--- config.mk ---
export PLATFORM = sky130hd
export DESIGN_NAME = matrix_operand_loader_flat
export DESIGN_NICKNAME = d
export VERILOG_FILES = /design/src/rtl/matrix_operand_loader_pkg.sv /design/src/rtl/matrix_operand_loader_if.sv /design/src/rtl/matrix_operand_loader.sv /design/src/flat_wrapper.sv
export SDC_FILE = /design/constraint.sdc
export NUM_CORES = 1
export LEC_CHECK = 0
export ABC_CLOCK_PERIOD_IN_PS = 2900
export BUFFER_PORTS_ARGS = -buffer_cell sky130_fd_sc_hd__buf_2
export CELL_PAD_IN_SITES_DETAIL_PLACEMENT = 1
export CELL_PAD_IN_SITES_GLOBAL_PLACEMENT = 1
export CORE_MARGIN = 8
export CORE_UTILIZATION = 41
export DETAILED_ROUTE_END_ITERATION = 10
export PLACE_DENSITY = 0.92
export SLEW_MARGIN = 20
export SYNTH_ARGS = -nofsm -noshare
export SYNTH_HDL_FRONTEND = slang
export SYNTH_SLANG_ARGS = --single-unit
export TNS_END_PERCENT = 1
--- constraint.sdc ---
create_clock -name clk -period 2.9 [get_ports clk]
set_input_delay 0.29 -clock clk [delete_from_list [all_inputs] [get_ports clk]]
set_output_delay 0.29 -clock clk [all_outputs]
set_load 0.01 [all_outputs]
--- src/rtl/matrix_operand_loader_pkg.sv ---
`default_nettype none
// ============================================================================
//  Module      : matrix_operand_loader_pkg
//  Description : Shared definitions for the 2x2 matrix ALU operand loader:
//                controller state encoding, operation select codes and the
//                element-slot to bit-range mapping of a packed matrix.
//  Revision    : 1.0 - initial release
// ============================================================================
package matrix_operand_loader_pkg;

    // Controller state encoding (3 bits wide)
    typedef logic [2:0] state_t;
    localparam state_t LOAD_A  = 3'd0;
    localparam state_t LOAD_B  = 3'd1;
    localparam state_t WAIT_OP = 3'd2;
    localparam state_t EXEC    = 3'd3;
    localparam state_t DONE    = 3'd4;

    // Operation select presented to the ALU
    localparam logic OP_MUL = 1'b0;
    localparam logic OP_ADD = 1'b1;

    // A packed matrix holds four elements; slot 0 (a00) is the most
    // significant element and slot 3 (a11) the least significant one.
    localparam int c_slots = 4;

    // Least significant bit of the given slot inside a packed matrix.
    function automatic int slot_lsb(input logic [1:0] idx, input int elem_w);
        return (c_slots - 1 - int'(idx)) * elem_w;
    endfunction

endpackage : matrix_operand_loader_pkg
`default_nettype wire

--- src/rtl/matrix_operand_loader_if.sv ---
`default_nettype none
// ============================================================================
//  Module      : matrix_operand_loader_if
//  Description : Bundle between the operand loader and its environment.
//                master : user-input path, ALU result return, display stage
//                slave  : the operand loader itself
//  Signals     : in_valid/in_data/in_op/start/clear  user-input strobes
//                alu_c                                 ALU combinational result
//                mat_a/mat_b/alu_op                    ALU operands
//                result/result_valid                   captured result
//                elem_idx/load_b/busy                  status for display
//  Revision    : 1.0 - initial release
// ============================================================================
interface matrix_operand_loader_if #(
    parameter int ELEM_W = 8
);
    logic                  in_valid;
    logic [ELEM_W-1:0]     in_data;
    logic                  in_op;
    logic                  start;
    logic                  clear;
    logic [4*ELEM_W-1:0]   alu_c;
    logic [4*ELEM_W-1:0]   mat_a;
    logic [4*ELEM_W-1:0]   mat_b;
    logic                  alu_op;
    logic [4*ELEM_W-1:0]   result;
    logic                  result_valid;
    logic [1:0]            elem_idx;
    logic                  load_b;
    logic                  busy;

    modport master (
        output in_valid, in_data, in_op, start, clear, alu_c,
        input  mat_a, mat_b, alu_op, result, result_valid, elem_idx, load_b, busy
    );

    modport slave (
        input  in_valid, in_data, in_op, start, clear, alu_c,
        output mat_a, mat_b, alu_op, result, result_valid, elem_idx, load_b, busy
    );

endinterface : matrix_operand_loader_if
`default_nettype wire

--- src/rtl/matrix_operand_loader.sv ---
`default_nettype none
// ============================================================================
//  Module      : matrix_operand_loader
//  Description : Sequential front end of the 2x2 matrix ALU. Collects the
//                eight elements of A and B serially, latches the operation
//                on start, holds the operands steady for one EXEC cycle and
//                registers the ALU result with a valid flag. With CHAIN_EN
//                set, a start in DONE feeds the result back as the next A.
//  Ports       : clk    system clock
//                rst_n  asynchronous active-low reset
//                bus    matrix_operand_loader_if.slave (see interface file)
//  Revision    : 1.0 - initial release
// ============================================================================
module matrix_operand_loader
    import matrix_operand_loader_pkg::*;
#(
    parameter int ELEM_W   = 8,
    parameter bit CHAIN_EN = 1'b0
) (
    input  wire logic                    clk,
    input  wire logic                    rst_n,
    matrix_operand_loader_if.slave       bus
);

    localparam int c_mat_w = 4 * ELEM_W;

    state_t               r_state;
    state_t               w_next_state;
    logic [1:0]           r_elem_idx;
    logic [c_mat_w-1:0]   r_mat_a;
    logic [c_mat_w-1:0]   r_mat_b;
    logic [c_mat_w-1:0]   r_result;
    logic                 r_alu_op;
    logic                 r_result_valid;
    logic                 w_busy;
    logic                 w_load_b;

    // Accepted-action strobes. clear outranks everything; in DONE a chain
    // start outranks an element arriving in the same cycle.
    logic w_wr_a;
    logic w_wr_b;
    logic w_op_latch;
    logic w_capture;
    logic w_chain;
    logic w_reload;

    assign w_wr_a     = !bus.clear && (r_state == LOAD_A)  && bus.in_valid;
    assign w_wr_b     = !bus.clear && (r_state == LOAD_B)  && bus.in_valid;
    assign w_op_latch = !bus.clear && (r_state == WAIT_OP) && bus.start;
    assign w_capture  = !bus.clear && (r_state == EXEC);
    assign w_chain    = !bus.clear && (r_state == DONE) && bus.start && CHAIN_EN;
    assign w_reload   = !bus.clear && (r_state == DONE) && bus.in_valid && !w_chain;

    // ------------------------------------------------------------------
    // State register
    // ------------------------------------------------------------------
    always_ff @(posedge clk or negedge rst_n) begin
        if (!rst_n) begin
            r_state <= LOAD_A;
        end else begin
            r_state <= w_next_state;
        end
    end

    // ------------------------------------------------------------------
    // Next-state logic
    // ------------------------------------------------------------------
    always_comb begin
        w_next_state = r_state;
        if (bus.clear) begin
            w_next_state = LOAD_A;
        end else begin
            case (r_state)
                LOAD_A: begin
                    if (bus.in_valid && (r_elem_idx == 2'd3)) begin
                        w_next_state = LOAD_B;
                    end
                end
                LOAD_B: begin
                    if (bus.in_valid && (r_elem_idx == 2'd3)) begin
                        w_next_state = WAIT_OP;
                    end
                end
                WAIT_OP: begin
                    if (bus.start) begin
                        w_next_state = EXEC;
                    end
                end
                EXEC: begin
                    w_next_state = DONE;
                end
                DONE: begin
                    if (w_chain) begin
                        w_next_state = LOAD_B;
                    end else if (bus.in_valid) begin
                        w_next_state = LOAD_A;
                    end
                end
                default: begin
                    w_next_state = LOAD_A;
                end
            endcase
        end
    end

    // ------------------------------------------------------------------
    // Output decode
    // ------------------------------------------------------------------
    always_comb begin
        w_busy   = 1'b0;
        w_load_b = 1'b0;
        case (r_state)
            EXEC:    w_busy   = 1'b1;
            LOAD_B:  w_load_b = 1'b1;
            default: begin
                w_busy   = 1'b0;
                w_load_b = 1'b0;
            end
        endcase
    end

    // ------------------------------------------------------------------
    // Operand, op and result registers. The matrices only change on an
    // accepted load or chain, so the ALU inputs stay quiet through EXEC.
    // ------------------------------------------------------------------
    always_ff @(posedge clk or negedge rst_n) begin
        if (!rst_n) begin
            r_elem_idx     <= 2'd0;
            r_mat_a        <= '0;
            r_mat_b        <= '0;
            r_result       <= '0;
            r_alu_op       <= OP_MUL;
            r_result_valid <= 1'b0;
        end else begin
            if (bus.clear) begin
                r_elem_idx     <= 2'd0;
                r_result_valid <= 1'b0;
            end
            if (w_wr_a) begin
                r_mat_a[slot_lsb(r_elem_idx, ELEM_W) +: ELEM_W] <= bus.in_data;
                r_elem_idx <= r_elem_idx + 2'd1;   // wraps 3 -> 0 into LOAD_B
            end
            if (w_wr_b) begin
                r_mat_b[slot_lsb(r_elem_idx, ELEM_W) +: ELEM_W] <= bus.in_data;
                r_elem_idx <= r_elem_idx + 2'd1;   // wraps 3 -> 0 into WAIT_OP
            end
            if (w_op_latch) begin
                r_alu_op <= bus.in_op;
            end
            if (w_capture) begin
                r_result       <= bus.alu_c;
                r_result_valid <= 1'b1;
            end
            if (w_chain) begin
                r_mat_a        <= r_result;
                r_elem_idx     <= 2'd0;
                r_result_valid <= 1'b0;
            end
            // A new element in DONE starts a fresh A; old B is kept until
            // it is overwritten by later loads.
            if (w_reload) begin
                r_mat_a[slot_lsb(2'd0, ELEM_W) +: ELEM_W] <= bus.in_data;
                r_elem_idx     <= 2'd1;
                r_result_valid <= 1'b0;
            end
        end
    end

    assign bus.mat_a        = r_mat_a;
    assign bus.mat_b        = r_mat_b;
    assign bus.alu_op       = r_alu_op;
    assign bus.result       = r_result;
    assign bus.result_valid = r_result_valid;
    assign bus.elem_idx     = r_elem_idx;
    assign bus.load_b       = w_load_b;
    assign bus.busy         = w_busy;

endmodule : matrix_operand_loader
`default_nettype wire

--- src/flat_wrapper.sv ---
// flat-port wrapper written by rule: the top's interface ports become plain ports
module matrix_operand_loader_flat import matrix_operand_loader_pkg::*;
#(
    parameter int ELEM_W   = 8,
    parameter bit CHAIN_EN = 1'b0
)
  (clk, rst_n, bus_in_valid, bus_in_data, bus_in_op, bus_start, bus_clear, bus_alu_c, bus_mat_a, bus_mat_b, bus_alu_op, bus_result, bus_result_valid, bus_elem_idx, bus_load_b, bus_busy);
  matrix_operand_loader_if #(.ELEM_W(ELEM_W)) bus_i ();
  input  wire logic clk;
  input  wire logic rst_n;
  input wire logic [$bits(bus_i.in_valid)-1:0] bus_in_valid;
  input wire logic [$bits(bus_i.in_data)-1:0] bus_in_data;
  input wire logic [$bits(bus_i.in_op)-1:0] bus_in_op;
  input wire logic [$bits(bus_i.start)-1:0] bus_start;
  input wire logic [$bits(bus_i.clear)-1:0] bus_clear;
  input wire logic [$bits(bus_i.alu_c)-1:0] bus_alu_c;
  output wire logic [$bits(bus_i.mat_a)-1:0] bus_mat_a;
  output wire logic [$bits(bus_i.mat_b)-1:0] bus_mat_b;
  output wire logic [$bits(bus_i.alu_op)-1:0] bus_alu_op;
  output wire logic [$bits(bus_i.result)-1:0] bus_result;
  output wire logic [$bits(bus_i.result_valid)-1:0] bus_result_valid;
  output wire logic [$bits(bus_i.elem_idx)-1:0] bus_elem_idx;
  output wire logic [$bits(bus_i.load_b)-1:0] bus_load_b;
  output wire logic [$bits(bus_i.busy)-1:0] bus_busy;
  assign bus_i.in_valid = bus_in_valid;
  assign bus_i.in_data = bus_in_data;
  assign bus_i.in_op = bus_in_op;
  assign bus_i.start = bus_start;
  assign bus_i.clear = bus_clear;
  assign bus_i.alu_c = bus_alu_c;
  assign bus_mat_a = bus_i.mat_a;
  assign bus_mat_b = bus_i.mat_b;
  assign bus_alu_op = bus_i.alu_op;
  assign bus_result = bus_i.result;
  assign bus_result_valid = bus_i.result_valid;
  assign bus_elem_idx = bus_i.elem_idx;
  assign bus_load_b = bus_i.load_b;
  assign bus_busy = bus_i.busy;
  matrix_operand_loader #(.ELEM_W(ELEM_W), .CHAIN_EN(CHAIN_EN)) u_core (.clk(clk), .rst_n(rst_n), .bus(bus_i));
endmodule
==> run summary <==
final instance area = 5330 µm²
outcome = finished clean
CTS Buffer Depth = 2
worst r2r dst = u_core.bus.mat_b[3]$_DFFE_PN0P_
Most used DFF post-synth = dfrtp_1
net count after synthesis = 370
# setup viols final = 0
Startpoint Class = flip-flop
GRT Resource Usage Total = 18.7%
chip height = 118 µm
I/O pins = 148
antenna diode count = 0
min setup slack post-route = 610 ps
CP bufs+invs = 1
Post-CTS Setup Bufs = 0
die width = 118 µm
DR WL/cell = 21.6 µm
core area = 10200 µm²
sequence of cells on the critical path = inv_1 -> ha_1 -> nand4bb_1 -> nor4b_2 -> a22o_1
Worst Hold Class = input pin to flip-flop
fin crit period = 2290 ps
slack of the worst reg-to-reg path = 610 ps
largest net degree at the start of global routing = 58
CP required = 3210 ps
warnings from Yosys = 0
WP data arrival = 2600 ps
RSZ-0062 raised after global routing = no
CP peak stage delay = 660 ps
Slew headroom = 42.4%
Area after DPL = 5110 µm²
Synth Area in Simple Gates = 8.84%
first-pass GRT wire length = 20.4 mm
Max Fclk = 0.437 GHz
synthesized flop and latch total = 103
dpl ws = 626 ps
critical path startpoint = u_core.bus.elem_idx[0]$_DFFE_PN0P_
Final Hold Vio Count = 0
sequential area share after synthesis = 60.3%
gr ovfl total = 0
vias per inst = 5.19
Peak VDD IR = 196 µV
CTS tree = done
vias in the first global route = 3559
Post-Route Skew = 7.91 ps
PwrDens = 531 nW/µm²
mux share of post-synthesis cell area = 19.0%
DRT Pass-1 Iters = 5
GPL Wtd Cong = 0.833
Synth area leaders = dfrtp_1 (60%), mux2_2 (17%), a22o_1 (3.3%), and2_1 (2.6%), o21ai_0 (2.1%)
die area = 13900 µm²
PortBufs = 147
TNS Setup = 0 ps
Post-synth EDFFs = 0
htree depth = 3
xor and xnor area share after synthesis = 0%
Clk Latency, worst-skew pair = 370 ps
Critical Path Sink = u_core.bus.mat_b[3]$_DFFE_PN0P_
Post-Syn Area = 4270 µm²
FF-to-FF path depth = 5
largest family of logic cells by synthesized area = multiplexers
CTS Root Buffer Type = clkbuf_8
critical path type = flip-flop to flip-flop
Slowest-stage cell, CP = nor4b_2
period utilisation layout = 79.0%
area grow syn2layout = 24.8%
cell count after synthesis = 320
Levels on crit path = 5
drt drc = 0
crit path capture type = flip-flop
Nets = 514
initial antenna violation count = 0
Synth Area per Inst = 13.4 µm²
Final HPWL DP = 9.58 mm
DR vias = 3136
Cell variety after synth = 39
largest area contributor in the netlist = dfrtp_1
CTS clk-pin slew, worst paths = 90 ps
share of layout cells above drive strength 1 = 49.1%
DRT iter0 DRCs = 238
number of placement rows = 37
Hold Slack = 136 ps
worst slew pin tran = 862 ps
post-synthesis compound-gate area fraction = 7.20%
crit-path max FO = 10
cell family with most CP delay = simple AND/OR/NAND/NOR gates
Post-Synth Adder-Cell Area = 1.17%
clk sink count = 103
Slew Limit Fails = 0
R2R Path Start = u_core.bus.elem_idx[0]$_DFFE_PN0P_
Antenna Nets Post-Route = 0
Routed Wire Length = 13.0 mm
initial core utilization = 41.8%
CTS buffer count = 9
Fill cells = 1110
Synth top area share = 60.3%
max cap viols = 0
P_leak = 0.00295 µW
async set or reset register ratio after synthesis = 100%
==> metrics by stage <==
step / utilization (%) / cells / total power [µW]
final: 52.1 / 604 / 2830
after floorplan: - / 320 / 1700
after detailed placement: 50.0 / 588 / 1890
after global routing: 52.1 / 604 / 2950
after global placement: 50.0 / 588 / 1870
after CTS: 52.1 / 604 / 2860
==> layout by cell type, fill, tap and decap left out, drive strengths merged, types with 2 or more instances in the layout <==
master | Yosys | routed
dfrtp | 103 | 103
nand3 | 3 | 3
and2 | 18 | 18
mux2i | 8 | 8
bufinv | 0 | 2
a31oi | 2 | 2
nand2 | 11 | 11
nor3b | 2 | 2
clkbuf | 4 | 10
nor2b | 2 | 2
ha | 4 | 4
clkinv | 0 | 2
nor2 | 7 | 7
mux2 | 65 | 65
nor4b | 2 | 2
nor3 | 3 | 3
buf | 14 | 150
a22o | 16 | 16
o21ai | 26 | 26
and3 | 3 | 3
inv | 12 | 13
a21oi | 2 | 2
and3b | 2 | 2
==> metal layers <==
metal / global-route usage, % / vias to the layer above / part of all wire (%)
met5: 0 / - / 0
met4: 6.81 / 0 / 2.0
met3: 5.71 / 16 / 5.4
met2: 34.2 / 96 / 55
met1: 19.8 / 1621 / 37
li1: - / 1403 / -
==> Yosys cell counts, types with 4 or more instances <==
library cell,number
dfrtp_1,103
mux2_2,64
and2_1,18
o21ai_0,18
a22o_1,16
inv_1,12
nand2_1,11
buf_2,10
mux2i_1,8
o21ai_1,8
nor2_1,6
ha_1,4
==> where the power goes <==
group          leakage (µW)  internal, µW  switching, µW
Sequential          0.00139          1500           38.0
Clock              0.000107           485            493
Combinational       0.00146           128            192
Total               0.00295          2110            723
==> state kept, by name, summed over array words and instances, names as in the netlist <==
register and flops:
u_core.bus.mat_b 32, u_core.r_state 3, u_core.bus.alu_op 1, u_core.bus.mat_a 32, u_core.bus.result_valid 1, u_core.bus.elem_idx 2, u_core.bus.result 32
==> cell families (layout without fill, tap and decap cells) <==
logic type	count (synthesis)	in the layout
muxes	73	73
buffers and inverters	30	178
AOI/OAI and AO/OA	48	48
DFF	103	103
and+or+nand+nor	62	62
adders and majority gates	4	4
==> how the worst min path moves through the flow <==
| stage | startpoint | to | slack [ps] | cells after the start |
|---|---|---|---|---|
| final | bus_alu_c[6] | u_core.bus.result[6]$_DFFE_PN0P_ | 140 | 2 |
| after global routing | bus_alu_c[3] | u_core.bus.result[3]$_DFFE_PN0P_ | 120 | 2 |
| after CTS | bus_alu_c[6] | u_core.bus.result[6]$_DFFE_PN0P_ | 120 | 2 |
| after floorplan | rst_n | u_core.bus.alu_op$_DFFE_PN0P_ | -6 | 0 |
| after detailed placement | rst_n | u_core.bus.result[4]$_DFFE_PN0P_ | 340 | 1 |
| after global placement | rst_n | u_core.bus.result[4]$_DFFE_PN0P_ | 330 | 1 |
==> layout make-up <==
type / instances / area (µm²) / share of cell area (%)
flip-flops and latches: 103 / 2580 / 48.3
inverters: 12 / 45.0 / 0.844
clock buffers: 10 / 128 / 2.39
multi-input cells: 187 / 1550 / 29.0
well taps: 136 / 170 / 3.19
repair buffers: 151 / 783 / 14.7
clock inverters: 5 / 82.6 / 1.55
==> repair_timing <==
action / CTS / global route
hold buffers: 1 / 0
endpoints found under the hold margin: 46 / 0
resized for setup: 0 / 0
Note: power is estimated with default switching activity, not from simulation.
